$ cat src/rtl/add_issue_unit.sv
// Adder-class issue unit: picks a ready reservation-station entry round-robin,
// executes ADD/AND/NOT in one cycle, and holds the result on the CDB until granted.
module add_issue_unit #(
  parameter int data_width  = 16,
  parameter int tag_width   = 3,
  parameter int num_entries = 3
) (
  input  logic                            clk,
  input  logic                            flush,
  input  logic [num_entries-1:0]          rs_busy,
  input  logic [num_entries-1:0]          rs_Vj_valid,
  input  logic [num_entries-1:0]          rs_Vk_valid,
  input  logic [num_entries*data_width-1:0] rs_Vj,
  input  logic [num_entries*data_width-1:0] rs_Vk,
  input  logic [num_entries*4-1:0]        rs_op,
  input  logic [num_entries*tag_width-1:0] rs_dest,
  output logic [num_entries-1:0]          rs_release,
  output logic                            cdb_req,
  input  logic                            cdb_grant,
  output logic [tag_width-1:0]            cdb_tag,
  output logic [data_width-1:0]           cdb_data,
  output logic                            unit_busy
);

  localparam int ptr_width = (num_entries > 1) ? $clog2(num_entries) : 1;

  localparam logic [3:0] op_add = 4'b0001;
  localparam logic [3:0] op_and = 4'b0101;
  localparam logic [3:0] op_not = 4'b1001;

  typedef enum logic [1:0] {
    IDLE,
    EXEC,
    BCAST
  } state_t;

  state_t state, next_state;

  logic [ptr_width-1:0]   ptr;
  logic [ptr_width-1:0]   sel;
  logic [num_entries-1:0] ready;
  logic                   any_ready;
  logic                   issue;
  int                     rr_idx;

  logic [data_width-1:0]  sel_vj, sel_vk;
  logic [3:0]             sel_op;
  logic [tag_width-1:0]   sel_dest;

  logic [data_width-1:0]  vj_q, vk_q, result_q, alu_result;
  logic [3:0]             op_q;
  logic [tag_width-1:0]   dest_q;

  assign ready = rs_busy & rs_Vj_valid & rs_Vk_valid;

  // Round-robin search starting at ptr; the first ready index in wrap order wins.
  always_comb begin
    sel       = '0;
    any_ready = 1'b0;
    rr_idx    = 0;
    for (int k = 0; k < num_entries; k++) begin
      rr_idx = int'(ptr) + k;
      if (rr_idx >= num_entries) rr_idx = rr_idx - num_entries;
      for (int i = 0; i < num_entries; i++) begin
        if (!any_ready && rr_idx == i && ready[i]) begin
          any_ready = 1'b1;
          sel       = ptr_width'(i);
        end
      end
    end
  end

  assign issue = (state == IDLE) && any_ready && !flush;

  always_comb begin
    sel_vj   = '0;
    sel_vk   = '0;
    sel_op   = '0;
    sel_dest = '0;
    for (int i = 0; i < num_entries; i++) begin
      if (int'(sel) == i) begin
        sel_vj   = rs_Vj[i*data_width +: data_width];
        sel_vk   = rs_Vk[i*data_width +: data_width];
        sel_op   = rs_op[i*4 +: 4];
        sel_dest = rs_dest[i*tag_width +: tag_width];
      end
    end
  end

  always_comb begin
    alu_result = vj_q;
    case (op_q)
      op_add:  alu_result = vj_q + vk_q;
      op_and:  alu_result = vj_q & vk_q;
      op_not:  alu_result = ~vj_q;
      default: alu_result = vj_q;
    endcase
  end

  always_ff @(posedge clk) begin
    if (flush) begin
      state <= IDLE;
    end else begin
      state <= next_state;
    end
  end

  always_comb begin
    next_state = state;
    case (state)
      IDLE:    if (any_ready) next_state = EXEC;
      EXEC:    next_state = BCAST;
      BCAST:   if (cdb_grant) next_state = IDLE;
      default: next_state = IDLE;
    endcase
  end

  // cdb_req is masked by flush so a grant in the flush cycle cannot complete a discarded broadcast.
  always_comb begin
    rs_release = '0;
    for (int i = 0; i < num_entries; i++) begin
      rs_release[i] = issue && (int'(sel) == i);
    end
    cdb_req   = (state == BCAST) && !flush;
    cdb_tag   = cdb_req ? dest_q : '0;
    cdb_data  = cdb_req ? result_q : '0;
    unit_busy = (state != IDLE);
  end

  always_ff @(posedge clk) begin
    if (flush) begin
      ptr      <= '0;
      vj_q     <= '0;
      vk_q     <= '0;
      op_q     <= '0;
      dest_q   <= '0;
      result_q <= '0;
    end else begin
      if (issue) begin
        vj_q   <= sel_vj;
        vk_q   <= sel_vk;
        op_q   <= sel_op;
        dest_q <= sel_dest;
        if (int'(sel) == num_entries - 1) begin
          ptr <= '0;
        end else begin
          ptr <= sel + ptr_width'(1);
        end
      end
      if (state == EXEC) begin
        result_q <= alu_result;
      end
    end
  end

endmodule

$ cat config.mk
export PLATFORM = sky130hd
export DESIGN_NAME = add_issue_unit
export DESIGN_NICKNAME = d
export VERILOG_FILES = /design/src/rtl/add_issue_unit.sv
export SDC_FILE = /design/constraint.sdc
export NUM_CORES = 1
export LEC_CHECK = 0
export CORE_ASPECT_RATIO = 0.75
export CORE_MARGIN = 10
export CORE_UTILIZATION = 30
export CTS_CLUSTER_SIZE = 25
export DETAILED_ROUTE_END_ITERATION = 10
export PLACE_DENSITY = 0.56
export SYNTH_ARGS = -nofsm -noshare
export SYNTH_HDL_FRONTEND = slang
export SYNTH_SLANG_ARGS = --single-unit
$ cat constraint.sdc
create_clock -name clk -period 2.5 [get_ports clk]
set_input_delay 0.25 -clock clk [delete_from_list [all_inputs] [get_ports clk]]
set_output_delay 0.25 -clock clk [all_outputs]
set_load 0.005 [all_outputs]
After elaboration in Yosys (flattened, before gate mapping)
Index checks and enable logic that the tools add are counted.
{ "word_totals": {"reg_bits": 59, "latch_bits": 0, "ramBits": 0, "mem_bits_ro": 0, "out_inout_bits": 24, "elab_cells": 114, "memories": 0} }
{ "classes": {"n_addsub": 7, "multipliers": 0, "n_div": 0, "n_lt_le_gt_ge": 3, "eq_ne": 15, "shifts": 0, "mux": 39, "bitwise_logic": 4, "reduce_logical": 39} }
{ "ops": {"columns": ["cell", "n"], "rows": [
  ["$mux W16", 7],
  ["$eq A32 B2 Y1 const B", 3],
  ["$eq A32 B3 Y1 const B", 3],
  ["$logic_not A32 Y1", 3],
  ["$mux W32", 3],
  ["$pmux W16 S3", 1],
  ["$logic_and A1 B1 Y1", 23],
  ["$mux W2", 10],
  ["$add A16 B16 Y16", 1],
  ["$and A16 B16 Y16", 1],
  ["$not A16 Y16", 1],
  ["$mux W3", 4],
  ["$mux W4", 3],
  ["$mux W1", 10],
  ["$logic_not A1 Y1", 9],
  ["$sub A3 B2 Y4 const B", 2],
  ["$and A3 B3 Y3", 2],
  ["$eq A2 B2 Y1 const B", 3],
  ["$ge A3 B2 Y1 const B", 2],
  ["$pmux W2 S3", 1],
  ["$eq A4 B1 Y1 const B", 1],
  ["$eq A4 B3 Y1 const B", 1],
  ["$eq A4 B4 Y1 const B", 1],
  ["$logic_not A2 Y1", 2],
  ["9 further kinds", 10]
]} }

Longest topological paths before layout
Gate-level depths: netlist (run 1).
{ "logic_depth": {"depth_word": 41, "mapped_depth": 10} }

Worst setup path after synthesis (run 1)
No wires, ideal clock.
{ "synth_timing": {"path_type": "register to register", "from": "reg vj_q[0]", "to": "reg result_q[10]", "arrival_ps": 2117, "required_time_ps": 2382, "slack_ps": 265, "path_stages_with_launch": 9, "n_path_buf": 0, "path_cell_list": "dfxtp_1 ha_1 fa_1 a211oi_2 o21ai_1 a311o_1 xor2_1 a221oi_2 nor2_1"} }
{ "synth_between": {"elab_chain_cells": 2} }
{ "synth_lines": {"columns": ["element", "line_no", "rtl"], "rows": [
  ["from (decl)", "50", "logic [data_width-1:0] vj_q, vk_q, result_q, alu_result;"],
  ["from (signal assigned)", "140", "vj_q <= sel_vj;"],
  ["$add A16 B16 Y16", "93", "op_add: alu_result = vj_q + vk_q;"],
  ["$pmux W16 S3", "92", "case (op_q)"],
  ["to (signal assigned)", "151", "result_q <= alu_result;"],
  ["to (decl)", "50", null]
]} }
No other way between the ends.
A chain may end at the register's enable or synchronous reset.

Worst setup path after layout (run 1)
Same ends and word-level chain as after synthesis.

==> key figures, run 1 <==
GRT
  – GRT Resource Usage Total: 16.8%
  – Largest net degree at the start of global routing: 68
  – Initial antenna violation count: 0
  – Vias in the first global route: 5,159
  – GRT overflow: 0
  – Global-route wire length before repair: 27,800 um

Die
  – Num rows: 38
  – IO Pins: 153
  – Core area: 14,600 um^2
  – Die height: 127 um
  – Initial Util: 31.1%
  – Die X: 162 um
  – Die area: 20,500 um^2

Drt
  – Residual DRC count: 0
  – Drt pass-1 iters: 5
  – DRT Wirelength: 17,500 um
  – Post-DR wirelength/cell: 18.8 um
  – DR iter-0 viols: 211
  – Antenna Nets Post-Route: 0
  – Vias: 4,998
  – Drt via density: 5.38

Hold path
  – Worst min-delay path class: flop to flop
  – Hold Path Stages: 2

Yosys
  – Post-synthesis cell count: 575
  – Post-synthesis sequential area ratio: 26.0%
  – Top cells by area, synth: dfxtp_1, o21ai_0, nand2_1
  – #FFs+latches synth: 59
  – Syn Std Cell Area: 4550 um^2
  – Most frequent cell after synthesis: nand2_1
  – Average size of a mapped cell: 7.91 um^2
  – Cell taking the most area after synthesis: dfxtp_1
  – Fraction of registers with async set/reset: 0%
  – Primary FF master, synth: dfxtp_1
  – Netlist cell types: 67
  – Post-synth EDFFs: 0
  – Post-synth net total: 724
  – Synth cell count leaders: nand2_1, dfxtp_1, o21ai_0, a21oi_1, and3_1
  – Share of the synthesized area in the top cell type: 26.0%
  – Yosys warnings: 0

Clock network
  – CTS tree: yes
  – CTS H-tree lvls: 3
  – Clock Tree Root: clkbuf_16
  – Clk_lat worst skew: 0.34 ns
  – Cts-stage hold buffer count: 0
  – CTS Buf Count: 9
  – Clk sinks: 59
  – Clock Path Buffers: 2
  – Worst-path clk slew: 0.06 ns

STA
  – Worst Tran Pin Value: 0.705 ns
  – Achievable Freq: 421 MHz
  – Worst rel slew slack: 53.0%
  – Final number of max-transition violations: 0
  – Setup TNS: 0 ns
  – Worst Skew: 0.00689 ns
  – RSZ-0062 raised after global routing: false
  – Final period util: 95.0%
  – Final setup viols: 0
  – Minimum clock period: 2.37 ns
  – Final hold vios: 0

Finish
  – Antenna cell count: 0
  – Area growth syn-to-layout: 46.8%
  – Number of nets in the final layout: 873
  – Final core utilization: 45.6%
  – Layout cell share with drive strength beyond 1: 12.5%

Power and ir drop
  – Pwr per Cell Area: 599 nW/um^2
  – Leak: 2.67 nW
  – Peak VDD IR: 0.347 mV

Setup path
  – Register-to-Register Path Depth: 8
  – Worst setup EP type: flop
  – CP required: 2.73 ns
  – Critical Path AT: 2.60 ns
  – Critical path type: flop to flop
  – Startpoint Class: flop
  – CP max FO: 5

Place
  – Final Wtd Congestion: 0.925
  – HPWL after DPL: 13,700 um
  – IO buf count: 152

Flow run
  – Max-capacitance violation count: 0

Outcome
  – Outcome: completed
## final timing paths
kind,from,to,slack (ns)
hold / removal,result_q[13]$_SDFFE_PP0N_,result_q[13]$_SDFFE_PP0N_,0.45
setup reg to reg,vj_q[0]$_SDFFE_PP0N_,result_q[10]$_SDFFE_PP0N_,0.13
setup / recovery,vj_q[0]$_SDFFE_PP0N_,result_q[10]$_SDFFE_PP0N_,0.13
hold reg to reg,result_q[13]$_SDFFE_PP0N_,result_q[13]$_SDFFE_PP0N_,0.45
## cells by family after synthesis
group	count (synthesis)	synth area share [%]
AO/OA/AOI/OAI	216	35.6
XOR/XNOR	8	1.54
adder cells (fa/ha/maj)	20	5.67
buffers and inverters	53	6.52
flip-flops	59	26.0
multiplexers	5	1.13
AND/OR/NAND/NOR	214	23.6
## registers in the layout (all words and copies together), names as in the netlist
register / cells
vk_q: 16
dest_q: 3
vj_q: 16
ptr: 2
result_q: 16
op_q: 4
state: 2
## report_power, final
group          internal [mW]  switching [mW]
sequential              1.07           0.131
combinational          0.630           0.700
clock                  0.982           0.492
## per-stage QoR
step	instance area, um^2	hold slack (ns)	power (mW)	instances	worst slack, ns
after global placement	6310	0.444	2.50	912	0.0703
after CTS	6660	0.451	4.00	929	0.0201
after global routing	6680	0.469	4.21	929	0.0117
final	6680	0.448	4.00	929	0.125
after detailed placement	6310	0.444	2.52	912	0.0532
after floorplan	4550	0.417	2.03	575	0.265
## worst max-delay path, stage by stage, from the launching register on
cell,delay (ns)
dfxtp_1,0.34
ha_1,0.24
fa_2,0.39
a211oi_2,0.32
o21ai_2,0.13
a311o_1,0.40
xor2_1,0.16
a221oi_2,0.22
nor2_1,0.06
## placed cells by master (no fill, tap or decap), types with 13 or more instances in the layout
master / synthesis / layout
a221oi_1: 19 / 19
buf_4: 6 / 29
o21ai_0: 57 / 57
a21oi_1: 51 / 51
o32ai_2: 13 / 13
clkdlybuf4s50_1: 0 / 150
ha_1: 19 / 19
and3_1: 41 / 41
nor2_1: 37 / 36
dfxtp_1: 59 / 58
and2_1: 20 / 20
nand2_1: 73 / 73
## routing by layer
layer | GRT usage, % | part of all wire, % | vias to the layer above
met5 | 0 | 0 | -
met4 | 4.48 | 1.3 | 0
met3 | 5.14 | 7.5 | 15
met2 | 26.4 | 45 | 143
met1 | 21.8 | 46 | 2387
li1 | - | - | 2453
## cell type report
| cell class | count | area [um^2] |
|---|---|---|
| Timing Repair Buffer | 183 | 1780 |
| Tap cell | 200 | 250 |
| Sequential cell | 59 | 1180 |
| Clock inverter | 7 | 124 |
| Inverter | 8 | 30.0 |
| Multi-Input combinational cell | 463 | 3080 |
| Fill cell | 1485 | 7970 |
| Clock buffer | 9 | 225 |
## repair_timing
| action | CTS | global route |
|---|---|---|
| pin swaps | 1 | 1 |
| buffers inserted | 1 | 0 |
| setup endpoints to repair | 2 | 4 |
| resized for setup | 1 | 5 |
No activity file was read; power rests on OpenSTA's default activity.
==> run 2, diff against run 1 <==
CORE_ASPECT_RATIO = default   (was 0.75)
GPL_ROUTABILITY_DRIVEN = 0   (was default)
==> run 2 against run 1 <==
Effect of this change: clock skew is essentially flat; first-iteration DRC count grew 100%; critical path depth is the same; combinational power is essentially flat; via count grew 1.5%; fmax grew 0.98%; critical path type unchanged; critical endpoint unchanged; highest routed layer unchanged.
==> key figures, run 2 (synthesis results as in run 1) <==
Outcome
  – Outcome: completed

Place
  – Dpl cell area: 6320 um^2 (+0.12%)
  – IO buf count: 152 (unchanged)
  – HPWL after DPL: 13,900 um (+1.4%)
  – Cells after DPL: 903 (-0.99%)
  – Placement Setup Slack: -0.0305 ns (-0.0836 ns)

STA
  – Final number of max-transition violations: 0 (unchanged)
  – Worst setup margin: 0.148 ns (+0.0231 ns)
  – Worst rel slew slack: 57.2% (+4.1 points)
  – Setup TNS: 0 ns (unchanged)
  – Hold slack: 0.455 ns (+0.00744 ns)
  – Minimum clock period: 2.35 ns (-0.0231 ns)
  – Final period util: 94.1% (-0.92 points)
  – Final hold vios: 0 (unchanged)
  – Final setup viols: 0 (unchanged)
  – RSZ-0062 raised after global routing: false
  – Worst Skew: 0.00731 ns (+0.000422 ns)
  – Achievable Freq: 425 MHz (+0.98%)
  – Worst Tran Pin Value: 0.642 ns (-0.0621 ns)

Drt
  – Antenna Nets Post-Route: 0 (unchanged)
  – Drt via density: 5.52 (+2.6%)
  – Post-DR wirelength/cell: 18.9 um (+0.42%)
  – DR iter-0 viols: 421 (+100%)
  – Drt pass-1 iters: 5 (unchanged)
  – Vias: 5,071 (+1.5%)
  – Residual DRC count: 0 (unchanged)
  – DRT Wirelength: 17,400 um (-0.66%)

Flow run
  – Max-capacitance violation count: 0 (unchanged)

Clock network
  – CTS H-tree lvls: 3 (unchanged)
  – Clock Tree Root: clkbuf_16
  – Clk sinks: 59 (unchanged)
  – Clock Path Buffers: 2 (unchanged)
  – Clk_lat worst skew: 0.33 ns (about the same)
  – CTS Buf Count: 9 (unchanged)
  – Worst-path clk slew: 0.05 ns (about the same)
  – CTS tree: yes

GRT
  – Global-route wire length before repair: 27,300 um (-1.7%)
  – GRT overflow: 0 (unchanged)
  – Largest net degree at the start of global routing: 68 (unchanged)
  – Initial antenna violation count: 0 (unchanged)
  – GRT Resource Usage Total: 16.7% (-0.056 points)
  – Vias in the first global route: 5,032 (-2.5%)

Setup path
  – Cell family with most CP delay: compound AO/OA/AOI/OAI gates
  – CP required: 2.72 ns (about the same)
  – Critical Path AT: 2.57 ns (-0.03 ns)
  – Critical path type: flop to flop
  – Startpoint Class: flop
  – Slowest CP cell: a311o_1
  – CP max FO: 4 (-1)
  – Cell Chain, Critical Path: ha_1 -> fa_2 -> a211oi_2 -> o21ai_1 -> a311o_1 -> xor2_1 -> a221oi_2 -> nor2_1
  – CP Buf/Inv Count: 0 (unchanged)
  – Crit path largest cell delay: 0.42 ns (+0.02 ns)
  – Worst setup EP type: flop

Die
  – Die area: 20,500 um^2 (-0.25%)
  – Num rows: 44 (+16%)
  – Core area: 14,700 um^2 (+0.38%)
  – Die height: 143 um (+13%)
  – Initial Util: 30.9% (-0.12 points)
  – IO Pins: 153 (unchanged)
  – Die X: 143 um (-12%)

Power and ir drop
  – Peak VDD IR: 0.350 mV (+0.73%)
  – Clock power share: 32.5% (-4.3 points)
  – Pwr per Cell Area: 567 nW/um^2 (-5.3%)
  – NetSw: 1.27 mW (-3.8%)
  – Cell Int Power: 2.50 mW (-6.7%)
  – Power, Total: 3.77 mW (-5.8%)
  – Logic pwr share: 35.7% (+2.5 points)
  – Leak: 2.68 nW (+0.54%)
  – Sw frac: 33.7% (+0.67 points)
  – Reg power frac: 31.8% (+1.9 points)

Finish
  – Area growth syn-to-layout: 46.1%
  – Area of the multi-input gates: 3100 um^2 (+0.53%)
  – Final-layout fill cell count: 1,483 (-0.13%)
  – Commonest non-fill, non-tap cell in the layout: clkdlybuf4s50_1
  – Layout cell share with drive strength beyond 1: 13.3% (+0.85 points)
  – Most frequent cells in the layout: clkdlybuf4s50_1, nand2_1, dfxtp_1
  – Final core utilization: 45.2% (-0.38 points)
  – Antenna cell count: 0 (unchanged)
  – Final Instance Count excl. Fillers: 919 (-1.1%)
  – Register Area: 1180 um^2 (-0.11%)
  – Number of nets in the final layout: 880 (+0.80%)
  – Final instance area: 6650 um^2 (-0.45%)
  – Regs by FF count: result_q (16), vj_q (16), vk_q (16)

Hold path
  – Worst min-delay path class: flop to flop
==> run 2: worst min-delay path: stages (launching register included) <==
cell and delay, ns:
dfxtp_1 0.30, nand2_1 0.05, o21ai_1 0.05
==> run 2: area by class of cell <==
| cell class | count | area share [%] |
|---|---|---|
| Clock buffer | 11 | 3.65 |
| Inverter | 8 | 0.452 |
| Timing Repair Buffer | 190 | 27.2 |
| Clock inverter | 4 | 0.772 |
| Multi-Input combinational cell | 463 | 46.6 |
| Tap cell | 184 | 3.46 |
| Sequential cell | 59 | 17.8 |
==> run 2: repair_timing <==
action                                  4_1_cts  5_1_grt
endpoints found under the setup margin        2        4
pin swaps                                     0        3
hold buffers                                  0        0
buffers inserted                              0        1
resized for setup                             3        6
==> run 2: worst paths after layout <==
kind / cells after the start / end / slack [ns] / start
worst min register to register: 2 / result_q[13]$_SDFFE_PP0N_ / 0.46 / result_q[13]$_SDFFE_PP0N_
worst min-delay path: 2 / result_q[13]$_SDFFE_PP0N_ / 0.46 / result_q[13]$_SDFFE_PP0N_
worst max-delay path: 8 / result_q[10]$_SDFFE_PP0N_ / 0.15 / vj_q[0]$_SDFFE_PP0N_
worst max register to register: 8 / result_q[10]$_SDFFE_PP0N_ / 0.15 / vj_q[0]$_SDFFE_PP0N_
==> run 2: layer usage <==
layer	part of all wire [%]	track usage (%)	vias up
met3	8.6	5.07	25
met1	44	21.1	2344
met2	45	27.1	235
met4	1.6	4.34	0
met5	0	0	-
li1	-	-	2467
==> run 2: power by group through the flow <==
stage | clock [mW] | combinational [mW] | sequential [mW]
finish | 1.23 | 1.35 | 1.20
global route | 1.28 | 1.47 | 1.21
CTS | 1.24 | 1.33 | 1.20
detailed placement | 0 | 1.32 | 1.21
global placement | 0 | 1.30 | 1.21
floorplan | 0 | 0.871 | 1.15
